### src/rtl/mc8051_pkg.sv
// Shared MCS-51 peripheral definitions: SFR addresses, SCON bit positions and
// the UART state encoding used by both the transmitter and receiver.
package mc8051_pkg;

    localparam logic [7:0] SFR_SCON = 8'h98;
    localparam logic [7:0] SFR_SBUF = 8'h99;

    localparam int SCON_RI  = 0;
    localparam int SCON_TI  = 1;
    localparam int SCON_RB8 = 2;
    localparam int SCON_TB8 = 3;
    localparam int SCON_REN = 4;
    localparam int SCON_SM2 = 5;
    localparam int SCON_SM1 = 6;
    localparam int SCON_SM0 = 7;

    typedef enum logic [1:0] {
        UART_IDLE  = 2'd0,
        UART_START = 2'd1,
        UART_DATA  = 2'd2,
        UART_STOP  = 2'd3
    } uart_state_e;

endpackage

### src/rtl/mc8051_baud_cnt.sv
// Bit-period counter: counts 0..CLKS_PER_BIT-1 while enabled and pulses
// bit_done on the last cycle of each period.
module mc8051_baud_cnt #(
    parameter int CLKS_PER_BIT = 868
) (
    input  logic clk,
    input  logic reset_n,
    input  logic clear,
    input  logic enable,
    output logic bit_done
);

    localparam int CW = (CLKS_PER_BIT > 1) ? $clog2(CLKS_PER_BIT) : 1;
    localparam logic [CW-1:0] LAST = CW'(CLKS_PER_BIT - 1);

    logic [CW-1:0] cnt;

    assign bit_done = enable && (cnt == LAST);

    always_ff @(posedge clk or negedge reset_n) begin
        if (!reset_n)
            cnt <= '0;
        else if (clear)
            cnt <= '0;
        else if (enable)
            cnt <= bit_done ? '0 : cnt + 1'b1;
    end

endmodule

### src/rtl/mc8051_uart_tx.sv
// MCS-51 serial transmitter, Mode 1 (start, 8 data LSB-first, stop).
// Owns SCON and the write side of SBUF on the SFR bus.
module mc8051_uart_tx
    import mc8051_pkg::*;
#(
    parameter int         CLKS_PER_BIT = 868,
    parameter logic [7:0] SCON_ADDR    = SFR_SCON,
    parameter logic [7:0] SBUF_ADDR    = SFR_SBUF
) (
    input  logic       clk,
    input  logic       reset_n,
    input  logic [7:0] sfr_addr,
    input  logic       sfr_wr,
    input  logic [7:0] sfr_wdata,
    input  logic       sfr_rd,
    output logic [7:0] sfr_rdata,
    output logic       sfr_rd_hit,
    output logic       txd,
    output logic       ti_irq,
    output logic       tx_busy
);

    uart_state_e state;
    logic [7:0]  shift;
    logic [7:0]  scon;
    logic [2:0]  bit_idx;
    logic        bit_done;
    logic        ti_set;
    logic        sbuf_wr;
    logic        scon_wr;
    logic        stop_enter;

    assign sbuf_wr    = sfr_wr && (sfr_addr == SBUF_ADDR);
    assign scon_wr    = sfr_wr && (sfr_addr == SCON_ADDR);
    assign stop_enter = (state == UART_DATA) && bit_done && (bit_idx == 3'd7);

    assign sfr_rdata  = (sfr_addr == SCON_ADDR) ? scon : 8'h00;
    assign sfr_rd_hit = sfr_rd && (sfr_addr == SCON_ADDR);
    assign ti_irq     = scon[SCON_TI];

    mc8051_baud_cnt #(
        .CLKS_PER_BIT (CLKS_PER_BIT)
    ) u_baud (
        .clk      (clk),
        .reset_n  (reset_n),
        .clear    (state == UART_IDLE),
        .enable   (state != UART_IDLE),
        .bit_done (bit_done)
    );

    always_ff @(posedge clk or negedge reset_n) begin
        if (!reset_n) begin
            state   <= UART_IDLE;
            shift   <= 8'h00;
            bit_idx <= 3'd0;
        end else begin
            case (state)
                UART_IDLE: if (sbuf_wr) begin
                    shift   <= sfr_wdata;
                    bit_idx <= 3'd0;
                    state   <= UART_START;
                end
                UART_START: if (bit_done) state <= UART_DATA;
                UART_DATA: if (bit_done) begin
                    shift   <= shift >> 1;
                    bit_idx <= bit_idx + 3'd1;
                    if (bit_idx == 3'd7) state <= UART_STOP;
                end
                UART_STOP: if (bit_done) state <= UART_IDLE;
                default: state <= UART_IDLE;
            endcase
        end
    end

    // Line and busy are registered, so everything visible lags the FSM by one
    // cycle; ti_set is delayed the same way so TI lines up with the stop bit.
    always_ff @(posedge clk or negedge reset_n) begin
        if (!reset_n) begin
            txd     <= 1'b1;
            tx_busy <= 1'b0;
            ti_set  <= 1'b0;
        end else begin
            tx_busy <= (state != UART_IDLE);
            ti_set  <= stop_enter;
            case (state)
                UART_START: txd <= 1'b0;
                UART_DATA:  txd <= shift[0];
                default:    txd <= 1'b1;
            endcase
        end
    end

    // Hardware TI set overrides a simultaneous software write of bit 1.
    always_ff @(posedge clk or negedge reset_n) begin
        if (!reset_n) begin
            scon <= 8'h00;
        end else begin
            if (scon_wr) scon <= sfr_wdata;
            if (ti_set)  scon[SCON_TI] <= 1'b1;
        end
    end

endmodule

### config.mk
export PLATFORM = sky130hd
export DESIGN_NAME = mc8051_uart_tx
export DESIGN_NICKNAME = d
export VERILOG_FILES = /design/src/rtl/mc8051_pkg.sv /design/src/rtl/mc8051_baud_cnt.sv /design/src/rtl/mc8051_uart_tx.sv
export SDC_FILE = /design/constraint.sdc
export NUM_CORES = 1
export LEC_CHECK = 0
export ABC_AREA = 1
export CAP_MARGIN = 25
export CORE_MARGIN = 8
export CORE_UTILIZATION = 55
export CTS_CLUSTER_SIZE = 16
export DETAILED_ROUTE_END_ITERATION = 8
export PLACE_DENSITY = 0.82
export SYNTH_ARGS = -nofsm -noshare
export SYNTH_HDL_FRONTEND = slang
export SYNTH_SLANG_ARGS = --single-unit
### constraint.sdc
create_clock -name clk -period 4.7 [get_ports clk]
set_input_delay 0.94 -clock clk [delete_from_list [all_inputs] [get_ports clk]]
set_output_delay 0.94 -clock clk [all_outputs]
set_load 0.02 [all_outputs]
==> summary.txt, run 1 <==
Synth
  • Cell area after synthesis: 0.001866 mm²
  • Post-Syn Nets: about 260
  • FF+latch count, synth: 34
  • Synth cell types: 28
  • Main flop type after synthesis: dfrtp_1
  • Mapped Cells: 234
  • Asr flop ratio synth: 100.0%
  • Yosys synthesis warning count: 0
  • Syn_area_per_cell: around 8.0 µm²
  • Post-synth EDFFs: 0
  • Sequential share of the synthesized area: 45.67%

Drt
  • Residual DRC: 0
  • Avg Vias per Cell: about 4.9
  • Routed Antenna Nets: 0
  • 1st-pass router iterations: 4
  • Initial drt markers: 140
  • Routed len/inst: around 12 µm
  • Via count: 1535
  • Total Routed Length: 3826 µm

Clocking
  • CTS tree: yes
  • H-tree Lvls: 2
  • Clock latency at the later pin of the worst-skew pair: roughly 330 ps
  • Root buf cell: clkbuf_4
  • Postcts setup bufs: 0
  • CTS Buffer Depth: 2
  • CTS sink count: 34
  • CTS Hold Buffers Added: 0
  • Post-CTS Resized: 0
  • Cts bufs inserted: 5
  • Clk slew on worst S/H paths: 110 ps

Place
  • GPL Wtd Cong: 0.7613
  • Placed cell areas: 0.002191 mm²
  • DP Worst Slack: 1167 ps
  • Detail Placement HPWL: 2801 µm
  • Input/output buffers: 31

Timing
  • RSZ-0062 raised after global routing: no
  • Worst-margin pin slew: 693.6 ps
  • Relative slew slack: between 50% and 60%
  • Min Tclk post-route: 3515 ps
  • Worst setup margin: 1185 ps
  • Final Hold Fails: 0
  • Peak Freq: 0.2845 GHz
  • Skew final: about 11 ps
  • Final worst path period share: approximately three quarters
  • # setup viols final: 0
  • Total negative slack: 0 ps
  • Fin. max-slew vios: 0

Run status
  • Outcome: complete, no violations

Global route
  • Global route overflow: 0
  • Largest net degree at the start of global routing: 35
  • Number of global-route vias before repair: 1424
  • GRT Resource Usage Total: between 10% and 20%
  • First-pass GRT wire length: 6403 µm
  • Initial antenna violation count: 0

Cells and area
  • Final Cell Area: approximately 0.0023 mm²
  • Final core occ: about two thirds
  • Diodes inserted: 0
  • Syn-to-layout area delta: 21.46%
  • Final nets: 293
  • Share of cells above drive strength 1: ~11%

Floorplan
  • Die height: 74.24 µm
  • Core Area: 0.003311 mm²
  • Row count: 21
  • Die W: roughly 74 µm
  • Initial Util: approximately 56%
  • Die area: 0.005512 mm²
  • IO Count: 32

Power
  • P_leak: 1.095 nW
  • Peak VDD IR: between 0.2 and 0.3 mV
  • Total power: 0.001032 W
  • Power per cell area: 455.6 mW/mm²

Worst setup path
  • Worst path arrival time: 2570 ps
  • CP Max Fanout: 9
  • CP peak stage delay: 620 ps
  • CP cell instances: clkdlybuf4s50_1 -> nand4_1 -> nor2_1 -> nand2_1 -> nor2_1 -> clkdlybuf4s50_1
  • Critical Path Slowest Stage Cell: clkdlybuf4s50_1
  • Critical Path Source Type: primary input
  • CP required: 3760 ps
  • Worst r2r path cells: 7
  • CP endpoint kind: output port
  • Kind of critical path: primary input to output port

Hold path
  • WHS Path Cells: 2
  • Worst hold path class: register to register

Job
  • Max-cap violations: 0
layer usage:
layer / vias to the layer above / global-route usage [%] / share of wire, %
li1: 798 / - / -
met1: 691 / 19.97 / 48
met2: 41 / 21.78 / 43
met3: 5 / 4.852 / 7.9
met4: 0 / 5.652 / 1.4
met5: - / 0 / 0
cell type report:
cell class                      count  area (µm²)
Clock inverter                      1       30.03
Timing Repair Buffer               32       317.8
Tap cell                           46       57.56
Inverter                           38       142.6
Sequential cell                    34       852.1
Fill cell                         271        1045
Clock buffer                        7       45.04
Multi-Input combinational cell    155       820.8
layout by cell type, fill, tap and decap left out, drive strengths merged, types with 4 or more instances in the layout:
| master | netlist | layout |
|---|---|---|
| nand2 | 68 | 68 |
| nand4 | 15 | 15 |
| clkdlybuf4s50 | 0 | 31 |
| nor3 | 5 | 5 |
| clkbuf | 2 | 7 |
| inv | 38 | 38 |
| dfrtp | 33 | 33 |
| ha | 7 | 7 |
| o21ai | 15 | 15 |
| a21oi | 4 | 4 |
| nor2 | 28 | 28 |
| nand3 | 7 | 7 |
cells in the mapped netlist (2+ instances only):
library cell  number  share of area (%)
buf_4              2               0.80
nand3_2            2                1.1
clkbuf_1           2               0.40
o21ai_0            8                2.1
o21ai_2            7                3.3
nor2_1            24                4.8
nand3_1            4                1.1
nor2_4             2                1.2
nor2_2             2               0.67
inv_2              2               0.40
a21oi_1            4                1.1
ha_1               7                4.7
inv_1             36                7.2
dfrtp_1           33                 44
buf_6              2                1.2
nor3_1             5                1.3
nand2_1           64                 13
nand2_2            4                1.3
nand4_1           15                5.0
power breakdown:
group	switching, W	internal [W]
clock network	0.0000942	0.000113
registers	0.0000486	0.000371
logic	0.000267	0.000138
cells by family after synthesis:
family / after synthesis / share of synthesized area (%)
AO/OA/AOI/OAI: 20 / 6.908
adder cells (fa/ha/maj): 7 / 4.695
XOR/XNOR: 2 / 0.9391
AND/OR/NAND/NOR: 126 / 31.46
flip-flops: 34 / 45.67
buffers and inverters: 45 / 10.33
worst max-delay path: cells and delay by family:
| family | cells | cell delay, ps |
|---|---|---|
| buffers and inverters | 2 | 1120 |
| AND/OR/NAND/NOR | 4 | 520 |
flip-flops by register name, summed over array words and instances (netlist names):
register    cells
state           2
txd             1
tx_busy         1
shift           8
u_baud.cnt     10
bit_idx         3
ti_set          1
scon            8
per-stage QoR:
| stage | hold WS (ps) | std cells |
|---|---|---|
| final | 446.2 | 313 |
| after floorplan | 407.2 | 234 |
| after detailed placement | 418.6 | 305 |
| after CTS | 448.8 | 313 |
| after global routing | 477.1 | 313 |
| after global placement | 409.7 | 305 |
path summary, 6_finish.rpt:
path,slack (ps),startpoint,endpoint
max,1190,sfr_addr[3],sfr_rdata[6]
min,450,ti_set,scon[1]
min in group asynchronous,1010,reset_n,u_baud.cnt[3]
max in group asynchronous,3360,reset_n,txd
max reg2reg,2410,state[0],shift[2]
min reg2reg,450,ti_set,scon[1]
Note: power is estimated with default switching activity, not from simulation.
==> run 2, diff against run 1 <==
--- a/config.mk
+++ b/config.mk
@@ -8,10 +8,10 @@
 export ABC_AREA = 1
 export CAP_MARGIN = 25
 export CORE_MARGIN = 8
-export CORE_UTILIZATION = 55
+export CORE_UTILIZATION = 47
 export CTS_CLUSTER_SIZE = 16
 export DETAILED_ROUTE_END_ITERATION = 8
-export PLACE_DENSITY = 0.82
+export PLACE_DENSITY = 0.75
 export SYNTH_ARGS = -nofsm -noshare
 export SYNTH_HDL_FRONTEND = slang
 export SYNTH_SLANG_ARGS = --single-unit
==> constraint.sdc (replaced) <==
create_clock -name clk -period 3.1 [get_ports clk]
set_input_delay 0.62 -clock clk [delete_from_list [all_inputs] [get_ports clk]]
set_output_delay 0.62 -clock clk [all_outputs]
set_load 0.02 [all_outputs]
==> summary.txt, run 2 (same netlist as run 1, synthesis figures left out) <==
Run status
  • Outcome: complete, no violations

Clocking
  • CTS sink count: 34 (unchanged)
  • Postcts setup bufs: 0 (unchanged)
  • CTS Buffer Depth: 2 (unchanged)
  • Post-CTS Resized: 0 (unchanged)
  • Cts bufs inserted: 5 (unchanged)
  • CTS tree: yes
  • CTS Hold Buffers Added: 0 (unchanged)
  • Clk slew on worst S/H paths: 70 ps (-40 ps)
  • Root buf cell: clkbuf_8
  • Clock latency at the later pin of the worst-skew pair: 290 ps (-40 ps)
  • H-tree Lvls: 2 (unchanged)

Place
  • DP Worst Slack: 210.2 ps (-956.6 ps)
  • Detail Placement HPWL: 2754 µm (-1.7%)
  • Input/output buffers: 31 (unchanged)
  • GPL Wtd Cong: 0.8157 (+7.1%)

Global route
  • Largest net degree at the start of global routing: 35 (unchanged)
  • First-pass GRT wire length: 6534 µm (+2.0%)
  • Number of global-route vias before repair: 1467 (+3.0%)
  • Initial antenna violation count: 0 (unchanged)
  • GRT Resource Usage Total: 13.17% (-1.8 points)
  • Global route overflow: 0 (unchanged)

Job
  • Max-cap violations: 0 (unchanged)

Timing
  • Worst setup margin: 214.0 ps (-971.0 ps)
  • # setup viols final: 0 (unchanged)
  • Worst-margin pin slew: 413.2 ps (-280.4 ps)
  • Hold_ws: 440.2 ps (-5.912 ps)
  • Fin. max-slew vios: 0 (unchanged)
  • RSZ-0062 raised after global routing: no
  • Final Hold Fails: 0 (unchanged)
  • Total negative slack: 0 ps (unchanged)
  • Relative slew slack: 72.45% (+19 points)
  • Peak Freq: 0.3465 GHz
  • Min Tclk post-route: 2886 ps
  • Skew final: 8.103 ps (-3.096 ps)
  • Final worst path period share: 93.10%

Power
  • Peak VDD IR: 0.3251 mV (+26%)
  • P_int: 0.001040 W (+67%)
  • Clock network power share: 23.8% (+3.7 points)
  • P_leak: 1.123 nW (+2.5%)
  • Sw power: 0.0006391 W (+56%)
  • Power per cell area: 722.3 mW/mm² (+59%)
  • Switching share of power: 38.07% (-1.7 points)
  • Seq pwr share: 37.9% (-2.8 points)
  • Gate power share: 38.3% (-1.0 points)

Drt
  • Residual DRC: 0 (unchanged)
  • 1st-pass router iterations: 4 (unchanged)
  • Routed len/inst: 11.83 µm (-3.3%)
  • Initial drt markers: 71 (-49%)
  • Total Routed Length: 3784 µm (-1.1%)
  • Avg Vias per Cell: 4.784 (-2.4%)
  • Via count: 1531 (-0.26%)
  • Routed Antenna Nets: 0 (unchanged)

Cells and area
  • Biggest register: u_baud.cnt
  • Top flop regs: u_baud.cnt (10), scon (8), shift (8)
  • Most frequent cells in the layout: nand2_1, inv_1, dfrtp_1
  • Commonest non-fill, non-tap cell in the layout: nand2_1
  • Largest register FFs: 10 (unchanged)
  • Share of cells above drive strength 1: 11.85% (+0.99 points)
  • Final nets: 296 (+1.0%)
  • Diodes inserted: 0 (unchanged)
  • Syn-to-layout area delta: 24.61%

Worst setup path
  • Critical Path Slowest Stage Cell: clkdlybuf4s50_1
  • Kind of critical path: primary input to output port
  • CP peak stage delay: 620 ps (about the same)
  • CP endpoint kind: output port
  • CP required: 2480 ps (-1280 ps)
  • Critical Path Source Type: primary input
  • CP Max Fanout: 9 (unchanged)
  • Worst path arrival time: 2270 ps (-300 ps)
  • CP cell instances: clkdlybuf4s50_1 -> nand4_1 -> nor2_1 -> nand2_1 -> nor2_1 -> clkdlybuf4s50_1

Floorplan
  • Core Area: 0.003914 mm² (+18%)
  • Die height: 79 µm (+6.4%)
  • Initial Util: 47.67% (-8.7 points)
  • Die area: 0.006241 mm² (+13%)
  • Die W: 79 µm (+6.4%)
  • IO Count: 32 (unchanged)
  • Row count: 23 (+9.5%)

Hold path
  • Worst hold path class: register to register
## run 2: cell count changes in the layout (fill, tap and decap cells not counted), sizes merged
| cell | delta |
|---|---|
| buf | +3 |
## run 2: power by group through the flow
stage | Combinational [W] | Clock (W) | Sequential [W]
floorplan | 0.000476 | 0 | 0.000648
global placement | 0.000636 | 0 | 0.000639
detailed placement | 0.000647 | 0 | 0.000643
CTS | 0.000647 | 0.000407 | 0.000635
global route | 0.000743 | 0.000428 | 0.000650
finish | 0.000642 | 0.000400 | 0.000636
## run 2: worst max-delay path, delay by kind of cell
family                 cells  cell delay, ps
and+or+nand+nor            4             520
buffers and inverters      2            1130
## run 2: final cells by class
type / instances / area (µm²)
fillers: 357 / 1589
repair buffers: 35 / 340.3
flip-flops and latches: 34 / 852.1
well taps: 50 / 62.56
clock buffers: 7 / 76.32
multi-input cells: 155 / 820.8
clock inverters: 1 / 30.03
inverters: 38 / 142.6
## run 2: worst paths after layout
check,start,endpoint,slack (ps),depth (start not counted)
hold / removal,ti_set,scon[1],440,2
setup / recovery,sfr_addr[3],sfr_rdata[4],210,6
max in group asynchronous,reset_n,txd,2050,2
hold reg to reg,ti_set,scon[1],440,2
setup reg to reg,state[0],shift[5],1210,10
min in group asynchronous,reset_n,bit_idx[2],720,2
## run 2: stage by stage
step           instance area [µm²]  instances  utilization, %  total power (W)
6_report                      2325        320           59.40         0.001679
4_1_cts                       2325        320           59.40         0.001690
3_5_place_dp                  2218        312           56.68         0.001290
5_1_grt                       2325        320           59.40         0.001821
3_3_place_gp                  2218        312           56.68         0.001275
2_1_floorplan                 1866        234               -         0.001124
## run 2: per-layer routing
layer	track usage, %	up-vias	share of wire, %
li1	-	802	-
met1	16.80	693	51
met2	19.31	28	42
met3	3.160	8	4.9
met4	8.889	0	2.9
met5	0	-	0
==> run 3, diff against run 2 <==
--- a/config.mk
+++ b/config.mk
@@ -7,7 +7,7 @@
 export LEC_CHECK = 0
 export ABC_AREA = 1
 export CAP_MARGIN = 25
-export CORE_MARGIN = 8
+export CORE_MARGIN = 1.5
 export CORE_UTILIZATION = 47
 export CTS_CLUSTER_SIZE = 16
 export DETAILED_ROUTE_END_ITERATION = 8
==> summary.txt, run 3 (same netlist as run 1, synthesis figures left out) <==
Drt
  • Avg Vias per Cell: 4.670 (-2.4%)
  • Routed Antenna Nets: 0 (unchanged)
  • Total Routed Length: 3451 µm (-8.8%)
  • 1st-pass router iterations: 4 (unchanged)
  • Via count: 1485 (-3.0%)
  • Initial drt markers: 98 (+38%)
  • Residual DRC: 0 (unchanged)
  • Routed len/inst: 10.85 µm (-8.2%)

Power
  • Sw power: 0.0006247 W (-2.3%)
  • Peak VDD IR: 0.2981 mV (-8.3%)
  • Seq pwr share: 39.6% (+1.7 points)
  • Switching share of power: 38.95% (+0.88 points)
  • Clock network power share: 20.3% (-3.5 points)
  • Power per cell area: 695.2 mW/mm² (-3.7%)
  • Gate power share: 40.1% (+1.8 points)
  • P_leak: 1.119 nW (-0.37%)
  • P_int: 0.0009793 W (-5.8%)

Timing
  • Min Tclk post-route: 2872 ps (-13.65 ps)
  • Worst setup margin: 227.7 ps (+13.65 ps)
  • Fin. max-slew vios: 0 (unchanged)
  • Final Hold Fails: 0 (unchanged)
  • Relative slew slack: 69.92% (-2.5 points)
  • Peak Freq: 0.3482 GHz (+0.48%)
  • Final worst path period share: 92.66% (-0.44 points)
  • # setup viols final: 0 (unchanged)
  • Skew final: 4.264 ps (-3.839 ps)
  • Total negative slack: 0 ps (unchanged)
  • RSZ-0062 raised after global routing: no
  • Worst-margin pin slew: 451.3 ps (+38.08 ps)

Floorplan
  • IO Count: 32 (unchanged)
  • Die W: 66 µm (-16%)
  • Core Area: 0.003744 mm² (-4.3%)
  • Die height: 66 µm (-16%)
  • Row count: 22 (-4.3%)
  • Die area: 0.004356 mm² (-30%)
  • Initial Util: 49.83% (+2.2 points)

Cells and area
  • Most frequent cells in the layout: nand2_1, inv_1, dfrtp_1
  • Final nets: 296 (unchanged)
  • Commonest non-fill, non-tap cell in the layout: nand2_1
  • Fillers: 348 (-2.5%)
  • Largest register FFs: 10 (unchanged)
  • Biggest register: u_baud.cnt
  • Sequential Area: 852.1 µm² (unchanged)
  • Top flop regs: u_baud.cnt (10), scon (8), shift (8)
  • Share of cells above drive strength 1: 12.22% (+0.37 points)
  • Final Cell Area: 0.002307 mm² (-0.75%)
  • Multi-input logic area: 820.8 µm² (unchanged)
  • Final core occ: 61.63% (+2.2 points)
  • Syn-to-layout area delta: 23.68%
  • Diodes inserted: 0 (unchanged)

Clocking
  • CTS Buffer Depth: 2 (unchanged)
  • CTS tree: yes
  • CTS Hold Buffers Added: 0 (unchanged)
  • Clk slew on worst S/H paths: 60 ps (about the same)
  • Cts bufs inserted: 5 (unchanged)
  • Root buf cell: clkbuf_8
  • Postcts setup bufs: 0 (unchanged)
  • CTS sink count: 34 (unchanged)
  • Post-CTS Resized: 0 (unchanged)
  • H-tree Lvls: 2 (unchanged)
  • Clock latency at the later pin of the worst-skew pair: 280 ps (about the same)

Place
  • Placed cell areas: 0.002216 mm² (-0.11%)
  • Input/output buffers: 31 (unchanged)
  • Detail Placement HPWL: 2540 µm (-7.8%)
  • GPL Wtd Cong: 0.7377 (-9.6%)
  • DP Worst Slack: 228.4 ps (+18.27 ps)

Global route
  • Number of global-route vias before repair: 1412 (-3.7%)
  • Initial antenna violation count: 0 (unchanged)
  • First-pass GRT wire length: 6037 µm (-7.6%)
  • Largest net degree at the start of global routing: 35 (unchanged)
  • GRT Resource Usage Total: 18.28% (+5.1 points)
  • Global route overflow: 0 (unchanged)

Hold path
  • Hold worst-path end: scon[1]
  • Hold Crit Start: ti_set
  • WHS Path Cells: 2 (unchanged)
  • Worst hold path class: register to register

Worst setup path
  • Kind of critical path: primary input to output port
  • Worst path arrival time: 2250 ps (-20 ps)
  • CP Max Fanout: 9 (unchanged)
  • CP required: 2480 ps (about the same)
  • R2R Setup Slk: 1220 ps (about the same)
  • Worst r2r path cells: 10 (unchanged)
  • Critical Path Source Type: primary input
  • CP endpoint kind: output port
  • Reg2reg start: state[0]
  • FF-to-FF End: bit_idx[0]

Run status
  • Outcome: complete, no violations

Job
  • Max-cap violations: 0 (unchanged)
-- run 3: cell count changes in the layout (fill, tap and decap cells not counted), sizes merged --
cell	before	now
bufinv	1	0
clkinv	0	1
-- run 3: how the worst max path moves through the flow --
stage / from / end / slack [ps] / cells after the start
global route: sfr_addr[2] / sfr_rdata[2] / 140 / 7
floorplan: sfr_addr[2] / sfr_rd_hit / 1170 / 5
global placement: sfr_addr[3] / sfr_rdata[4] / 250 / 6
CTS: sfr_addr[3] / sfr_rdata[2] / 210 / 6
finish: sfr_addr[3] / sfr_rdata[2] / 230 / 6
detailed placement: sfr_addr[3] / sfr_rdata[2] / 230 / 6
-- run 3: routing by layer --
layer / global-route usage [%] / vias to the layer above / wire length (µm)
met3: 5.963 / 6 / 205
met1: 24.64 / 641 / 1745
met2: 27.78 / 33 / 1448
li1: - / 805 / -
met4: 6.122 / 0 / 52
met5: 0 / - / 0
-- run 3: worst max-delay path, cell delays in order --
cell,delay [ps]
clkdlybuf4s50_1,500
nand4_1,110
nor2_1,100
nand2_1,180
nor2_1,140
clkdlybuf4s50_1,610
-- run 3: layout make-up --
type | instances | area share (%)
clock inverters | 1 | 0.2169
repair buffers | 35 | 14.75
inverters | 38 | 6.182
well taps | 48 | 2.603
clock buffers | 7 | 3.742
multi-input cells | 155 | 35.57
flip-flops and latches | 34 | 36.93
-- run 3: power by group through the flow --
stage                     clock, W  sequential (W)  combinational (W)
after floorplan                  0        0.000648           0.000476
final                     0.000326        0.000636           0.000643
after detailed placement         0        0.000643           0.000645
after global placement           0        0.000639           0.000630
after global routing      0.000361        0.000654           0.000737
after CTS                 0.000339        0.000636           0.000646
-- run 3: metrics by stage --
| step | hold WS, ps | total power, W | cells |
|---|---|---|---|
| floorplan | 324.4 | 0.001124 | 234 |
| global placement | 416.3 | 0.001269 | 310 |
| detailed placement | 435.2 | 0.001288 | 310 |
| CTS | 448.2 | 0.001620 | 318 |
| global route | 466.2 | 0.001751 | 318 |
| finish | 444.8 | 0.001604 | 318 |
